$ cat src/rtl/bus_sequencer.sv
// Execute-phase bus sequencer: steps one accepted command through T3..T6
// and drives registered, one-hot bus source and sink strobes each cycle.
module bus_sequencer #(
   parameter int MULDIV_CYCLES = 1,
   parameter int ALU_OP_W      = 5
) (
   input  logic                clock,
   input  logic                clear,
   input  logic                start,
   input  logic [1:0]          cmd_class,
   input  logic [ALU_OP_W-1:0] alu_op_in,
   input  logic [3:0]          ra,
   input  logic [3:0]          rb,
   input  logic [3:0]          rc,
   output logic                busy,
   output logic                done,
   output logic [15:0]         r_out,
   output logic [15:0]         r_in,
   output logic                hiout,
   output logic                loout,
   output logic                zhighout,
   output logic                zlowout,
   output logic                cout,
   output logic                in_portout,
   output logic                yin,
   output logic                zin,
   output logic                hiin,
   output logic                loin,
   output logic [ALU_OP_W-1:0] alu_op,
   output logic [2:0]          state_dbg
);

   typedef enum logic [2:0] {
      S_IDLE = 3'd0,
      S_T3   = 3'd1,
      S_T4   = 3'd2,
      S_T5   = 3'd3,
      S_T6   = 3'd4,
      S_DONE = 3'd5
   } state_t;

   localparam logic [1:0] C_REG = 2'd0;
   localparam logic [1:0] C_IMM = 2'd1;
   localparam logic [1:0] C_MD  = 2'd2;
   localparam logic [1:0] C_IN  = 2'd3;

   localparam int CNT_W = (MULDIV_CYCLES > 1) ? $clog2(MULDIV_CYCLES) : 1;
   localparam logic [CNT_W-1:0] CNT_LOAD = CNT_W'(MULDIV_CYCLES - 1);

   state_t              state_q, state_d;
   logic [1:0]          cls_q, cls_d;
   logic [ALU_OP_W-1:0] op_q, op_d;
   logic [3:0]          ra_q, ra_d, rb_q, rb_d, rc_q, rc_d;
   logic [CNT_W-1:0]    cnt_q, cnt_d;

   logic                busy_d, done_d, zhighout_d, zlowout_d, cout_d, in_portout_d;
   logic                yin_d, zin_d, hiin_d, loin_d;
   logic [15:0]         r_out_d, r_in_d;
   logic [ALU_OP_W-1:0] alu_op_d;

   always_comb begin
      state_d = state_q;
      cls_d   = cls_q;
      op_d    = op_q;
      ra_d    = ra_q;
      rb_d    = rb_q;
      rc_d    = rc_q;
      cnt_d   = cnt_q;
      unique case (state_q)
         S_IDLE, S_DONE: begin
            if (start) begin
               cls_d   = cmd_class;
               op_d    = alu_op_in;
               ra_d    = ra;
               rb_d    = rb;
               rc_d    = rc;
               state_d = (cmd_class == C_IN) ? S_T5 : S_T3;
            end else begin
               state_d = S_IDLE;
            end
         end
         S_T3: begin
            state_d = S_T4;
            cnt_d   = CNT_LOAD;
         end
         // mul/div dwells in T4 while the counter drains; other classes pass through
         S_T4: begin
            if (cls_q == C_MD && cnt_q != '0) begin
               cnt_d = cnt_q - 1'b1;
            end else begin
               state_d = S_T5;
            end
         end
         S_T5:    state_d = (cls_q == C_MD) ? S_T6 : S_DONE;
         S_T6:    state_d = S_DONE;
         default: state_d = S_IDLE;
      endcase
   end

   // Strobes are decoded from the next state so they register alongside it.
   always_comb begin
      busy_d       = 1'b0;
      done_d       = 1'b0;
      r_out_d      = '0;
      r_in_d       = '0;
      zhighout_d   = 1'b0;
      zlowout_d    = 1'b0;
      cout_d       = 1'b0;
      in_portout_d = 1'b0;
      yin_d        = 1'b0;
      zin_d        = 1'b0;
      hiin_d       = 1'b0;
      loin_d       = 1'b0;
      alu_op_d     = '0;
      unique case (state_d)
         S_T3: begin
            busy_d  = 1'b1;
            yin_d   = 1'b1;
            r_out_d = 16'(1) << ((cls_d == C_MD) ? ra_d : rb_d);
         end
         S_T4: begin
            busy_d   = 1'b1;
            zin_d    = 1'b1;
            alu_op_d = op_d;
            unique case (cls_d)
               C_IMM:   cout_d  = 1'b1;
               C_MD:    r_out_d = 16'(1) << rb_d;
               default: r_out_d = 16'(1) << rc_d;
            endcase
         end
         S_T5: begin
            busy_d = 1'b1;
            if (cls_d == C_IN) begin
               in_portout_d = 1'b1;
               r_in_d       = 16'(1) << ra_d;
            end else if (cls_d == C_MD) begin
               zlowout_d = 1'b1;
               loin_d    = 1'b1;
            end else begin
               zlowout_d = 1'b1;
               r_in_d    = 16'(1) << ra_d;
            end
         end
         S_T6: begin
            busy_d     = 1'b1;
            zhighout_d = 1'b1;
            hiin_d     = 1'b1;
         end
         S_DONE:  done_d = 1'b1;
         default: ;
      endcase
   end

   always_ff @(posedge clock or negedge clear) begin
      if (!clear) begin
         state_q    <= S_IDLE;
         cls_q      <= C_REG;
         op_q       <= '0;
         ra_q       <= '0;
         rb_q       <= '0;
         rc_q       <= '0;
         cnt_q      <= '0;
         busy       <= 1'b0;
         done       <= 1'b0;
         r_out      <= '0;
         r_in       <= '0;
         zhighout   <= 1'b0;
         zlowout    <= 1'b0;
         cout       <= 1'b0;
         in_portout <= 1'b0;
         yin        <= 1'b0;
         zin        <= 1'b0;
         hiin       <= 1'b0;
         loin       <= 1'b0;
         alu_op     <= '0;
      end else begin
         state_q    <= state_d;
         cls_q      <= cls_d;
         op_q       <= op_d;
         ra_q       <= ra_d;
         rb_q       <= rb_d;
         rc_q       <= rc_d;
         cnt_q      <= cnt_d;
         busy       <= busy_d;
         done       <= done_d;
         r_out      <= r_out_d;
         r_in       <= r_in_d;
         zhighout   <= zhighout_d;
         zlowout    <= zlowout_d;
         cout       <= cout_d;
         in_portout <= in_portout_d;
         yin        <= yin_d;
         zin        <= zin_d;
         hiin       <= hiin_d;
         loin       <= loin_d;
         alu_op     <= alu_op_d;
      end
   end

   // No command in this set reads HI or LO back onto the bus.
   assign hiout     = 1'b0;
   assign loout     = 1'b0;
   assign state_dbg = state_q;

endmodule

$ cat config.mk
export PLATFORM = sky130hd
export DESIGN_NAME = bus_sequencer
export DESIGN_NICKNAME = d
export VERILOG_FILES = /design/src/rtl/bus_sequencer.sv
export SDC_FILE = /design/constraint.sdc
export NUM_CORES = 1
export LEC_CHECK = 0
export CAP_MARGIN = 30
export CORE_UTILIZATION = 39
export CTS_CLUSTER_SIZE = 10
export DETAILED_ROUTE_END_ITERATION = 6
export SLEW_MARGIN = 15
export SYNTH_ARGS = -nofsm -noshare
export SYNTH_HDL_FRONTEND = slang
export SYNTH_SLANG_ARGS = --single-unit
export TNS_END_PERCENT = 50
$ cat constraint.sdc
create_clock -name clock -period 5.6 [get_ports clock]
set_clock_uncertainty 0.15 [all_clocks]
set_input_delay 0.56 -clock clock [delete_from_list [all_inputs] [get_ports clock]]
set_output_delay 0.56 -clock clock [all_outputs]
set_load 0.01 [all_outputs]
==> Yosys cells after proc, flatten, opt, wreduce, memory -nomap -nowiden <==
Index checks and enable logic that the tools add are counted.
{ "word_totals": {"reg_bits": 69, "inputBits": 22, "out_inout_bits": 52, "wordCells": 84} }
{ "classes": {"n_addsub": 1, "n_eq_ne": 16, "shifts": 4, "n_mux": 38, "n_reduce_logical": 6} }
{ "op_table": {"columns": ["operator", "count"], "rows": [
  ["16-bit case mux with 2 select lines", 2],
  ["1-bit by 4-bit << shifter with 16-bit output (first input constant)", 4],
  ["16-bit two-way mux", 3],
  ["4-bit two-way mux", 7],
  ["1-bit two-way mux", 16],
  ["5-bit two-way mux", 3],
  ["3-bit case mux with 5 select lines", 1],
  ["3-bit by 2-bit == test with 1-bit output (second input constant)", 4],
  ["3-bit == test (second input constant)", 4],
  ["2-bit == test (second input constant)", 4],
  ["2-bit two-way mux", 4],
  ["3-bit by 1-bit == test with 1-bit output (second input constant)", 2],
  ["4-bit OR reduction", 1],
  ["3-bit logical NOT", 1],
  ["3-bit two-way mux", 1],
  ["2-bit by 1-bit == test with 1-bit output (second input constant)", 1],
  ["2-bit inequality test (second input constant)", 1],
  ["1-bit case mux with 2 select lines", 1],
  ["2-bit AND reduction", 1],
  ["2-bit nonzero test", 1],
  ["2-bit OR reduction", 1],
  ["1-bit logical AND", 1],
  ["1-bit subtractor (second input constant)", 1]
]} }

==> Longest topological paths before layout <==
{ "logic_depth": {"depth_word": 7, "depth_mapped": 8, "mapped_depth_nobuf": 6} }

==> Least setup slack after synthesis <==
No wires, ideal clock.
{ "synth_timing": {"path_kind": "input to register", "from": "input cmd_class[1]", "to": "register r_out[15]", "setup_ns": 0.137, "arrival_ns": 1.727, "required_time_ns": 5.313, "path_slack_ns": 3.586, "stages": 7, "path_buffers": 2, "cell_sequence": "buf_2 nor2b_1 mux2i_1 o22ai_1 nand2b_1 buf_1 o22ai_1"} }
{ "synth_via": {"elab_chain_cells": 6, "word_cells_on_any_way": 14, "cone_classes": "5 x eq/ne; 1 x shift; 8 x mux"} }
{ "synth_rtl": {"columns": ["element", "line", "source"], "rows": [
  ["start, declared", "10", "input logic [1:0] cmd_class,"],
  ["2-bit == test / 2-bit two-way mux (equally long branches)", "77, 71", null],
  ["2-bit two-way mux, on equally long branches", "77, 69", null],
  ["2-bit two-way mux / 2-bit == test (equally long branches)", "71, 119, 125", null],
  ["3-bit case mux with 5 select lines / 4-bit two-way mux (equally long branches)", "69, 119", null],
  ["3-bit by 2-bit == test with 1-bit output, or another cell as far along", "115", "unique case (state_d)"],
  ["16-bit case mux with 2 select lines *", "115", null],
  ["net r_out_d[15]", "58", "logic [15:0] r_out_d, r_in_d;"],
  ["end signal, assigned", "186", "r_out <= r_out_d;"],
  ["end, declared", "17", "output logic [15:0] r_out,"]
]} }
Mark *: on every way through the listed nets, which the timed path passes. The rest lies on a longest branch.
A chain may end at the register's enable or synchronous reset.

==> Worst setup path after layout <==
{ "layout_timing": {"from": "input start", "to": "register r_in[7]"} }
{ "layout_via": {"elab_chain_cells": 6, "word_cells_on_any_way": 13, "cone_classes": "3 x eq/ne; 1 x shift; 9 x mux"} }
{ "layout_rtl": {"columns": ["element", "line", "source"], "rows": [
  ["start, declared", "9", "input logic start,"],
  ["2-bit two-way mux / 4-bit two-way mux (equally long branches)", "71", "if (start) begin"],
  ["2-bit two-way mux / 4-bit two-way mux (equally long branches)", "69", "unique case (state_q)"],
  ["2-bit == test / 1-bit by 4-bit << shifter with 16-bit output (equally long branches)", "136, 135, 141", null],
  ["16-bit two-way mux", "136", "end else if (cls_d == C_MD) begin"],
  ["16-bit two-way mux", "133", "if (cls_d == C_IN) begin"],
  ["16-bit two-way mux *", "115", null],
  ["net r_in_d[7]", "58", null],
  ["end signal, assigned", "187", "r_in <= r_in_d;"],
  ["end, declared", "18", "output logic [15:0] r_in,"]
]} }
Marks and branches as above.

==> flow_summary.ini <==
[grt]
antenna_violations_before_repair = 0
grt_start_max_net_pins = 70
first_global_vias = 2567
grt_pass1_wl_um = 13300
grt.overflow.total = 0
grt_use_total = 0.1956

[layout]
final-instance-count-excl-fill = 508
final_design_area_no_fill_um2 = 4363
flow.area_growth_from_synthesis_pct = 27.08
n_antenna_cell = 0
drive_above_1_share = 0.1141
final-seq-area_um2 = 1727
nFillCells = 790
layout_commonest_cell = clkdlybuf4s50_1
multi_input_area_um2 = 1515
highest_count_cells_in_the_layout_ignoring_fill_and_taps = clkdlybuf4s50_1 (70), dfrtp_1 (69), nand2_1 (60), nor2_1 (32)
final_core_occ = 0.5205
finish.net_count = 420

[worst_setup_path]
timing.critical_path.to_type = flip-flop
cp.required_ns = 5.68
critical_path.max_fanout = 23
worst-setup-path-type = in2reg
cp.buffers_inverters = 1
setup.worst_path.start_class = input pin
crit_slowest_cell = nand3_1
critical-path-top-delay-family = simple AND/OR/NAND/NOR gates
arrival_ns = 2.80
timing.critical_path.cells = clkdlybuf4s50_1, nor2b_1, nand3_1, and3_1, a31oi_1, nor2_1
crit_path_max_cell_delay_ns = 0.64

[detailed_routing]
detailroute.via_count = 2618
ant_nets = 0
vias_per_cell = 5.154
drt_iter0_markers = 148
dr_wl_met3_um = 447
drt_pass1_iterations = 4
wl_per_cell_um = 15.76
drt_drc_violations_left = 0
route.top_layer_used = met4
wl_met1_um = 3956
met2RoutedLength_um = 3480
drt_wl_total_um = 8004

[cts]
clkLatencyLatePin_ns = 0.35
clock_tree.buffer_depth = 2
post_cts_hold_buffer_count = 0
cts_tree = yes
cts.sink_count = 69
numCtsBuffers = 9
post-cts-setup-buffers = 0
clk_root_buffer_cell = clkbuf_8
cts-htree-levels = 3
clkTransAtPathRegs_ns = 0.08
cts_repair_resize_count = 0

[synth]
yosys.cell_types.count = 53
ys.warnings.count = 0
ys.flop_type = dfrtp_1
synth.ff_latch_count = 69
mapped_cell_area_um2 = 3433
synth.largest_area_cell = dfrtp_1
syn_area_per_cell_um2 = 10.25
top_cells_by_area_in_the_synthesized_netlist = dfrtp_1 (50%), nand2_1 (6.6%), mux2i_1 (5.2%), nor2_1 (3.5%), o22ai_1 (3.3%)
synth_largest_type_area_fraction = 0.5029
synth_cells = 335
synth_enable_flop_cells = 0
asr_flop_ratio_synth = 1.000
seq_area_frac_synth = 0.5029

[placement]
port-buffer-count = 71
post-place-cells = 489
gp_congestion = 0.8425
placement.cell_area_um2 = 4106
detailedPlacementHpwl_um = 5490

[die]
initial_utilization = 0.4096
fp.dieH_um = 95.83
core-area_um2 = 8382
design.die.area_um2 = 9182
top_level_ports = 74
floorplan.die.width_um = 95.83
fp-row-count = 33

[timing]
slew_headroom = 0.4048
rsz0062_at_grt = no
setup-tns-final_ns = 0
timing.fmax_ghz = 0.3675
final_hold_viol_count = 0
final.period_utilization = 0.4859
timing.final.setup_violations = 0
timing_max_transition_violations_final = 0
layout_min_cycle_time_ns = 2.721
max_slew.worst_pin.slew_ns = 0.8902

[pwr]
p_per_area_nw_per_um2 = 511.3
peakVddDrop_uv = 299.7
p_leak_nw = 1.909
total_power_mw = 2.231

[run_status]
run_status = complete, no violations

[hold_path]
min-delay-path-class = in2async

[run]
max-cap-violations = 0
-- Yosys cell counts, types with 2 or more instances --
library cell	count
dfrtp_1	69
nand2_1	60
nor2_1	32
mux2i_1	18
o22ai_1	18
nor2b_1	15
buf_2	10
buf_4	7
nand3_1	7
a21oi_1	6
mux2_4	6
and2_1	5
nand2b_1	5
nand3b_1	5
o21ai_0	5
a31oi_1	4
mux2_2	4
nor3_1	4
o311ai_1	4
a32oi_1	3
and3_1	3
inv_1	3
nor3b_1	3
and4b_1	2
buf_12	2
buf_6	2
clkbuf_1	2
mux2i_4	2
nand2b_4	2
nand4_1	2
nor3b_2	2
o211ai_1	2
-- registers in the layout (all words and copies together), names as in the netlist --
register,cells
state_dbg,3
busy,1
zin,1
cout,1
zlowout,1
yin,1
alu_op,5
in_portout,1
ra_q,4
op_q,5
done,1
hiin,1
r_in,16
cnt_q,1
r_out,16
rb_q,4
loin,1
cls_q,2
rc_q,4
-- kinds of logic after synthesis --
logic type      Yosys count  share of synthesized area
flops                    69                     0.5029
simple gates            154                     0.2289
buf+inv                  28                    0.05722
mux                      31                     0.1082
other cells               1                   0.001092
compound gates           52                     0.1017
-- layer usage --
layer / track usage / vias to the layer above
met5: 0 / -
met4: 0.06219 / 0
met3: 0.05845 / 13
met2: 0.2917 / 83
met1: 0.2728 / 1235
li1: - / 1287
-- area by class of cell --
| class | instances | share of cell area |
|---|---|---|
| clock buffer | 10 | 0.03155 |
| clock inverter | 6 | 0.01635 |
| inverter | 4 | 0.004588 |
| multi-input combinational | 239 | 0.3473 |
| sequential | 69 | 0.3958 |
| tap | 105 | 0.03011 |
| timing repair buffer | 75 | 0.1744 |
-- report_power, final --
group | switching (mW) | internal, mW
Combinational | 0.558 | 0.475
Clock | 0.208 | 0.221
Sequential | 0.128 | 0.642
-- final timing paths --
kind	cells past startpoint	slack (ns)	endpoint	from
max	6	2.88	r_in[7]$_DFF_PN0_	start
min	2	0.07	r_out[4]$_DFF_PN0_	clear
max reg2reg	5	3.02	r_in[7]$_DFF_PN0_	state_dbg[0]$_DFF_PN0_
min reg2reg	1	0.35	op_q[3]$_DFF_PN0_	op_q[3]$_DFF_PN0_
max in group asynchronous	3	4.69	ra_q[2]$_DFF_PN0_	clear
min in group clock	1	0.35	op_q[3]$_DFF_PN0_	op_q[3]$_DFF_PN0_
-- stage by stage --
step / hold slack, ns / setup slack, ns
final: 0.06824 / 2.879
after global routing: 0.09884 / 2.678
after CTS: 0.2972 / 2.839
after detailed placement: 0.3244 / 2.464
after global placement: 0.3240 / 2.527
after floorplan: 0.1144 / 3.586
Power figures use the tool's default switching activity.
